--- src/rtl/seg_scan_ctrl_if.sv ---
// Load handshake for seg_scan_ctrl.
//   load_valid  master->slave  new display word offered
//   load_data   master->slave  four hex digits, digit i = [4i+3:4i]
//   load_dp     master->slave  decimal point per digit, 1 = lit
//   load_ready  slave->master  pending buffer is free
interface seg_scan_ctrl_if;
  logic        load_valid;
  logic [15:0] load_data;
  logic [3:0]  load_dp;
  logic        load_ready;

  modport master (output load_valid, load_data, load_dp, input load_ready);
  modport slave  (input load_valid, load_data, load_dp, output load_ready);
endinterface

--- src/rtl/seg_scan_ctrl.sv ---
// 4-digit multiplexed 7-segment scan controller.
// Each digit owns a slot of SLOT_CYCLES clocks; the first BLANK_CYCLES of a
// slot are dark to avoid ghosting. New words land in a one-entry pending
// buffer and are committed only at the frame boundary so a frame never tears.
// Ports:
//   clk         board clock
//   btnC        asynchronous active-high reset
//   ld          load handshake (slave side)
//   digit_en    per-digit enable, 0 = dark in its slot
//   blank_all   force all digits dark, scan keeps running
//   seg/dp/an   active-low segment {g..a}, decimal point, anodes (registered)
//   frame_done  one-cycle pulse after the last cycle of a 4-digit frame
module seg_scan_ctrl #(
  parameter int SLOT_CYCLES  = 3052,
  parameter int BLANK_CYCLES = 64
) (
  input  logic           clk,
  input  logic           btnC,
  seg_scan_ctrl_if.slave ld,
  input  logic [3:0]     digit_en,
  input  logic           blank_all,
  output logic [6:0]     seg,
  output logic           dp,
  output logic [3:0]     an,
  output logic           frame_done
);
  localparam int CW = $clog2(SLOT_CYCLES);

  localparam logic [0:0] ST_BLANK = 1'b0;
  localparam logic [0:0] ST_SHOW  = 1'b1;

  logic [CW-1:0]   cnt;
  logic [1:0]      idx;
  logic [3:0][3:0] disp_data, pend_data;
  logic [3:0]      disp_dp, pend_dp;
  logic            pend_valid;

  logic            slot_end, frame_end, load_fire, lit;
  logic [0:0]      state;
  logic [3:0]      an_nxt;
  logic [6:0]      seg_nxt;
  logic            dp_nxt;

  function automatic logic [6:0] hex7(input logic [3:0] h);
    case (h)
      4'h0: hex7 = 7'h40;  4'h1: hex7 = 7'h79;
      4'h2: hex7 = 7'h24;  4'h3: hex7 = 7'h30;
      4'h4: hex7 = 7'h19;  4'h5: hex7 = 7'h12;
      4'h6: hex7 = 7'h02;  4'h7: hex7 = 7'h78;
      4'h8: hex7 = 7'h00;  4'h9: hex7 = 7'h10;
      4'hA: hex7 = 7'h08;  4'hB: hex7 = 7'h03;
      4'hC: hex7 = 7'h46;  4'hD: hex7 = 7'h21;
      4'hE: hex7 = 7'h06;  default: hex7 = 7'h0E;
    endcase
  endfunction

  assign slot_end      = (cnt == CW'(SLOT_CYCLES - 1));
  assign frame_end     = slot_end & (idx == 2'd3);
  assign state         = (cnt < CW'(BLANK_CYCLES)) ? ST_BLANK : ST_SHOW;
  assign ld.load_ready = ~pend_valid;
  assign load_fire     = ld.load_valid & ~pend_valid;

  always_comb begin
    lit     = (state == ST_SHOW) & digit_en[idx] & ~blank_all;
    an_nxt  = 4'hF;
    seg_nxt = 7'h7F;
    dp_nxt  = 1'b1;
    if (lit) begin
      an_nxt  = ~(4'b0001 << idx);
      seg_nxt = hex7(disp_data[idx]);
      dp_nxt  = ~disp_dp[idx];
    end
  end

  // scan timing
  always_ff @(posedge clk or posedge btnC) begin
    if (btnC) begin
      cnt <= '0;
      idx <= '0;
    end else if (slot_end) begin
      cnt <= '0;
      idx <= idx + 2'd1;
    end else begin
      cnt <= cnt + CW'(1);
    end
  end

  // pending buffer and frame-aligned commit; a word accepted on the boundary
  // cycle sees pend_valid=0 there, so it naturally waits a full frame
  always_ff @(posedge clk or posedge btnC) begin
    if (btnC) begin
      pend_valid <= 1'b0;
      pend_data  <= '0;
      pend_dp    <= '0;
      disp_data  <= '0;
      disp_dp    <= '0;
    end else begin
      if (load_fire) begin
        pend_valid <= 1'b1;
        pend_data  <= ld.load_data;
        pend_dp    <= ld.load_dp;
      end
      if (frame_end && pend_valid) begin
        disp_data  <= pend_data;
        disp_dp    <= pend_dp;
        pend_valid <= 1'b0;
      end
    end
  end

  // registered display outputs, one cycle behind cnt/idx
  always_ff @(posedge clk or posedge btnC) begin
    if (btnC) begin
      an         <= 4'hF;
      seg        <= 7'h7F;
      dp         <= 1'b1;
      frame_done <= 1'b0;
    end else begin
      an         <= an_nxt;
      seg        <= seg_nxt;
      dp         <= dp_nxt;
      frame_done <= frame_end;
    end
  end
endmodule

--- src/flat_wrapper.sv ---
// flat-port wrapper written by rule: the top's interface ports become plain ports
module seg_scan_ctrl_flat 
#(
  parameter int SLOT_CYCLES  = 3052,
  parameter int BLANK_CYCLES = 64
)
  (clk, btnC, digit_en, blank_all, seg, dp, an, frame_done, ld_load_valid, ld_load_data, ld_load_dp, ld_load_ready);
  seg_scan_ctrl_if ld_i ();
  input  logic clk;
  input  logic btnC;
  input  logic [3:0] digit_en;
  input  logic blank_all;
  output logic [6:0] seg;
  output logic dp;
  output logic [3:0] an;
  output logic frame_done;
  input wire logic [$bits(ld_i.load_valid)-1:0] ld_load_valid;
  input wire logic [$bits(ld_i.load_data)-1:0] ld_load_data;
  input wire logic [$bits(ld_i.load_dp)-1:0] ld_load_dp;
  output wire logic [$bits(ld_i.load_ready)-1:0] ld_load_ready;
  assign ld_i.load_valid = ld_load_valid;
  assign ld_i.load_data = ld_load_data;
  assign ld_i.load_dp = ld_load_dp;
  assign ld_load_ready = ld_i.load_ready;
  seg_scan_ctrl #(.SLOT_CYCLES(SLOT_CYCLES), .BLANK_CYCLES(BLANK_CYCLES)) u_core (.clk(clk), .btnC(btnC), .ld(ld_i), .digit_en(digit_en), .blank_all(blank_all), .seg(seg), .dp(dp), .an(an), .frame_done(frame_done));
endmodule
--- config.mk ---
export PLATFORM = sky130hd
export DESIGN_NAME = seg_scan_ctrl_flat
export DESIGN_NICKNAME = d
export VERILOG_FILES = /design/src/rtl/seg_scan_ctrl_if.sv /design/src/rtl/seg_scan_ctrl.sv /design/src/flat_wrapper.sv
export SDC_FILE = /design/constraint.sdc
export NUM_CORES = 1
export LEC_CHECK = 0
export BUFFER_PORTS_ARGS = -buffer_cell sky130_fd_sc_hd__buf_2
export CAP_MARGIN = 20
export CORE_MARGIN = 10
export CORE_UTILIZATION = 60
export CTS_CLUSTER_SIZE = 16
export DETAILED_ROUTE_END_ITERATION = 8
export PLACE_DENSITY = 0.83
export SLEW_MARGIN = 25
export SYNTH_ARGS = -nofsm -noshare
export SYNTH_HDL_FRONTEND = slang
export SYNTH_SLANG_ARGS = --single-unit
--- constraint.sdc ---
create_clock -name clk -period 3.4 [get_ports clk]
set_input_delay 0.34 -clock clk [delete_from_list [all_inputs] [get_ports clk]]
set_output_delay 0.34 -clock clk [all_outputs]
set_load 0.05 [all_outputs]
Word level (Yosys, flattened, before mapping)
Memory sizes are Yosys's and may differ from the RTL's. Index checks and enable logic that the tools add are counted.

Register bits: 68. Memories kept: 1. Output and inout bits: 14. Memory bits (read-only): 112. Bits of input ports: 28.

Memories: (name not given) (depth 16, width 7, read ports 1, clocked after memory_dff 0, write ports 0, RTL line seg_scan_ctrl.sv:45) `case (h)`.

Add/subtract/negate cells: 2. Reduce and logical (&&, ||, !) cells: 2. Shift operators: 1. $lt $le $gt $ge: 2. Multiplexer cells: 13. Bitwise gates (word level): 8. Eq/ne operators: 2.

Operators by type and width (count): 12-bit by 1-bit adder with 12-bit output (second input constant) (1); 12-bit equality test (second input constant) (1); 12-bit by 7-bit less-than comparator with 1-bit output (second input constant) (1); 12-bit 2-to-1 mux (1); 4-bit binary-select mux with 2-bit select (1); 4-bit 2-to-1 mux (2); 7-bit 2-to-1 mux (1); 1-bit 2-to-1 mux (6); 1-bit bitwise AND (4); 1-bit binary-select mux with 2-bit select (2); 4-bit NOT (1); 1-bit by 2-bit left shift with 4-bit output (first input constant) (1); 2-bit by 3-bit less-than comparator with 1-bit output (second input constant) (1); 1-bit NOT (3); 2-bit by 1-bit adder with 2-bit output (second input constant) (1); 2-bit equality test (second input constant) (1); 2-bit nonzero test (1); 1-bit logical AND (1).

Depth between registers and ports, before layout
Depth in word-level cells: 5. Gate-level depth with buffers: 8.

Worst setup path before layout
Ideal clock, no wire load.

Kind: flip-flop to flip-flop. Start: reg u_core.cnt[4]. End: reg u_core.disp_data[0] (netlist name). Data arrival time: 1907 ps. Stages on the path, launching flop included: 6. Setup time: 127 ps. Path slack: 1366 ps. Path through: dfrtp_1 -> or4b_4 -> nor4_4 -> and3_4 -> buf_6 -> mux2_1.

Word-level cells in the longest chain between the ends: 3.

RTL lines: start: declaration (RTL line seg_scan_ctrl.sv:32) `logic [CW-1:0] cnt;`; start signal: assignment (RTL line seg_scan_ctrl.sv:84) `cnt <= cnt + CW'(1);`; 12-bit equality test (RTL line seg_scan_ctrl.sv:57) `assign slot_end = (cnt == CW'(SLOT_CYCLES - 1));`; 1-bit bitwise AND (RTL line seg_scan_ctrl.sv:58) `assign frame_end = slot_end & (idx == 2'd3);`; 1-bit logical AND (RTL line seg_scan_ctrl.sv:103) `if (frame_end && pend_valid) begin`; end signal: assignment (RTL line seg_scan_ctrl.sv:104) `disp_data <= pend_data;`; end: declaration (RTL line seg_scan_ctrl.sv:34) `logic [3:0][3:0] disp_data, pend_data;`.

No other way between the ends. A chain may end at the register's enable or synchronous reset.

Worst setup path after layout
Start: reg u_core.cnt[4]. End: reg u_core.disp_data[11] (netlist name).

Same word-level chain as after synthesis.

==> summary.txt <==
Logic synthesis
  • Seq/Total Area, Yosys: 0.551
  • Count of unique library cells instantiated by Yosys: 38
  • Post-synthesis xor/xnor area fraction: 0.0365
  • Flops & latches, synth: 68
  • Largest family of logic cells by synthesized area: multiplexers
  • Synth top area share: 0.450
  • Simple-Gate Fraction of Synth Area: 0.0976
  • Area contributors post-synth: dfrtp_1 (45%), dfstp_2 (10%), mux2_2 (8.7%)
  • Most frequent cell after synthesis: dfrtp_1
  • Synth Cell Area: approximately 3100 µm²
  • Synth Net Count: 270
  • Synth area leader: dfrtp_1
  • Synth Area in Adders: 0.0442
  • Compound-Gate Fraction of Synth Area: 0.0253
  • Post-Syn Instances: roughly 230
  • Multiplexer share of the synthesized area: 0.216
  • Post-synth top cells: dfrtp_1 (56), mux2_2 (24), mux2_1 (19), nor2_1 (16), nand2_1 (15)
  • Ys flop type: dfrtp_1
  • Syn_area_per_cell: 13.5 µm²
  • Synth warnings: 0
  • EDFF count, synth: 0
  • Ys async rst share: 1.00

GRT
  • Antenna violations before repair: 0
  • Met2 usage: 0.201
  • GRT overflow: 0
  • GRT met3 Usage: 0.0497
  • First-pass GRT wire length: 9.16 mm
  • Grt peak-use layer: met2
  • Overall Global Routing Usage: 0.133
  • GR met1 Demand/Resource: 0.165
  • Pin count of the biggest net entering global routing: 54
  • Vias in the first global route: 1962

Power
  • VDD IR max: 336 µV
  • Flop pwr share: 0.493
  • Internal power: 1.40 mW
  • Comb power frac: 0.034
  • Proportion of power drawn by the clock network: 0.474
  • Power Total: 1.73 mW
  • Lkg Pwr: 1.67 nW
  • P per Cell Area: between 400 and 500 nW/µm²
  • Sw power: 333 µW
  • Sw frac: 0.193

Place
  • DP Wirelength: 3.78 mm
  • Port Buf Inserts: 41
  • Area post-placement: 3370 µm²
  • Gpl congestion: 0.856

Clock network
  • Clk Latency, worst-skew pair: 0.34 ns
  • Post-CTS Hold Buffers: 0
  • Max clock buf depth: 2
  • Clock-pin slew on the worst setup and hold paths: 0.07 ns
  • CTS tree: built
  • Total clock sinks: 68
  • TritonCTS buffer count: 9
  • Resized cells post-CTS: 0
  • CTS H-Tree Depth: 3
  • Clock root buffer: clkbuf_8
  • Post-CTS setup buffer count: 0

Hold path
  • Hold crit path type: in -> async

Route
  • Drt pass-1 iters: 4
  • Routed wire length: ~5.3 mm
  • Via count: 1871
  • Residual DRC: 0
  • Vias/cell: between 5 and 6
  • Post-route ant nets: 0
  • Wirelength per Cell: around 15 µm
  • Iter 0 DRT Violations: 76

STA
  • Final setup vio count: 0
  • Tightest Pin Transition: 0.628 ns
  • Max Clock Freq: roughly 0.45 GHz
  • Hold_ws: 0.0844 ns
  • Relative max-transition margin: 0.580
  • RSZ-0062 raised after global routing: false
  • Crit share post-route: 0.660
  • Fin Clk Skew: a little under 0.008 ns
  • Sum Neg Setup Slack: 0 ns
  • Final hold violations: 0
  • Tmin final: between 2 and 2.5 ns
  • Max Slew Vio Count: 0

Finish
  • Share of cells above drive strength 1: 0.381
  • Area grow syn2layout: 16.4%
  • NumNets Final: 315
  • Inserted Diodes: 0
  • FILL cells: 381
  • Finished Cell Area: 3630 µm²

Run status
  • Status: finished clean

Floorplanning
  • Rows: 26
  • Die Wd: 92.1 µm
  • Core Region: 5070 µm²
  • Starting Density: 0.614
  • Die height: 92.1 µm
  • IO Pins: 42
  • Total die area: 8480 µm²

Critical path
  • Startpoint types: register
  • Critical path required time: 3.63 ns
  • Crit-path max FO: 21
  • Setup CP Type: reg -> reg
  • CP endpoint kind: register
  • Arrival @ worst endpoint: ~2.5 ns

Flow run
  • Maxcap violations: 0
## layout make-up
type                            instances  area, µm²  area share
Clock buffer                           12        155      0.0428
Clock inverter                          4       95.1      0.0262
Inverter                                8       32.5     0.00897
Multi-Input combinational cell        145       1310       0.362
Sequential cell                        68       1720       0.473
Tap cell                               70       87.6      0.0242
Timing Repair Buffer                   44        228      0.0628
## worst paths after layout
| check | startpoint | slack [ns] | end | depth (start not counted) |
|---|---|---|---|---|
| min in group clk | ld_load_dp[1] | 0.23 | u_core.pend_dp[1]$_DFFE_PP0P_ | 2 |
| hold reg to reg | u_core.cnt[0]$_DFF_PP0_ | 0.49 | u_core.cnt[0]$_DFF_PP0_ | 1 |
| setup reg to reg | u_core.cnt[4]$_DFF_PP0_ | 1.15 | u_core.disp_data[11]$_DFFE_PP0P_ | 5 |
| max in group asynchronous | btnC | 2.59 | u_core.an[3]$_DFF_PP1_ | 3 |
| setup / recovery | u_core.cnt[4]$_DFF_PP0_ | 1.15 | u_core.disp_data[11]$_DFFE_PP0P_ | 5 |
| hold / removal | btnC | 0.08 | u_core.pend_data[6]$_DFFE_PP0P_ | 2 |
## sequential cells by signal, indices dropped and copies added, names as in the netlist
| signal | count |
|---|---|
| u_core.seg | 7 |
| u_core.an | 4 |
| u_core.pend_data | 16 |
| u_core.idx | 2 |
| u_core.disp_dp | 4 |
| u_core.dp | 1 |
| u_core.cnt | 12 |
| u_core.pend_dp | 4 |
| u_core.frame_done | 1 |
| u_core.pend_valid | 1 |
| u_core.disp_data | 16 |
## power by group through the flow
stage | clock, mW | sequential (mW) | combinational (mW)
floorplan | 0 | 0.860 | 0.0370
global placement | 0 | 0.866 | 0.0573
detailed placement | 0 | 0.867 | 0.0597
CTS | 0.838 | 0.852 | 0.0600
global route | 0.875 | 0.855 | 0.0661
finish | 0.819 | 0.852 | 0.0582
## worst max-delay path: stages, from the launching register on
cell     delay, ns
dfrtp_1       0.42
or4b_4        0.57
nor4_4        0.13
buf_4         0.23
and3_4        0.40
mux2_2        0.37
## metal layers
metal  routed length (µm)  part of all wire
met5                    0                 0
met4                   85             0.016
met3                  337             0.064
met2                 2360              0.45
met1                 2500              0.47
## kinds of logic (layout without fill, tap and decap cells)
kind of cell | after synthesis | in the layout
xor gates and xnor gates | 13 | 13
and+or+nand+nor | 57 | 57
muxes | 53 | 53
AOI/OAI and AO/OA | 11 | 11
adders and majority gates | 11 | 11
DFF | 68 | 68
buffers and inverters | 18 | 68
## layout by cell type (no fill, tap or decap), types with 2 or more instances in the layout
cell and instances:
o211ai_1 3, mux2_1 19, nand4_1 2, nor3b_1 2, buf_4 3, mux2_2 24
xor2_1 6, nand2_1 15, inv_1 7, o21ai_0 2, nor2_1 16, nor4_1 2
mux2i_1 3, nand3_1 6, bufinv_16 3, dfrtp_1 56, nor3_1 2, mux4_2 7
buf_2 41, nor2b_1 4, ha_1 11, dfstp_2 12, clkbuf_8 11, xnor2_1 7
## per-stage QoR
| step | setup WS (ns) | utilization | instances |
|---|---|---|---|
| 2_1_floorplan | 1.37 | - | 231 |
| 3_3_place_gp | 1.16 | 0.664 | 335 |
| 3_5_place_dp | 1.10 | 0.664 | 335 |
| 4_1_cts | 1.08 | 0.714 | 351 |
| 5_1_grt | 1.00 | 0.714 | 351 |
| 6_report | 1.15 | 0.714 | 351 |
(Power assumes the default switching activity.)
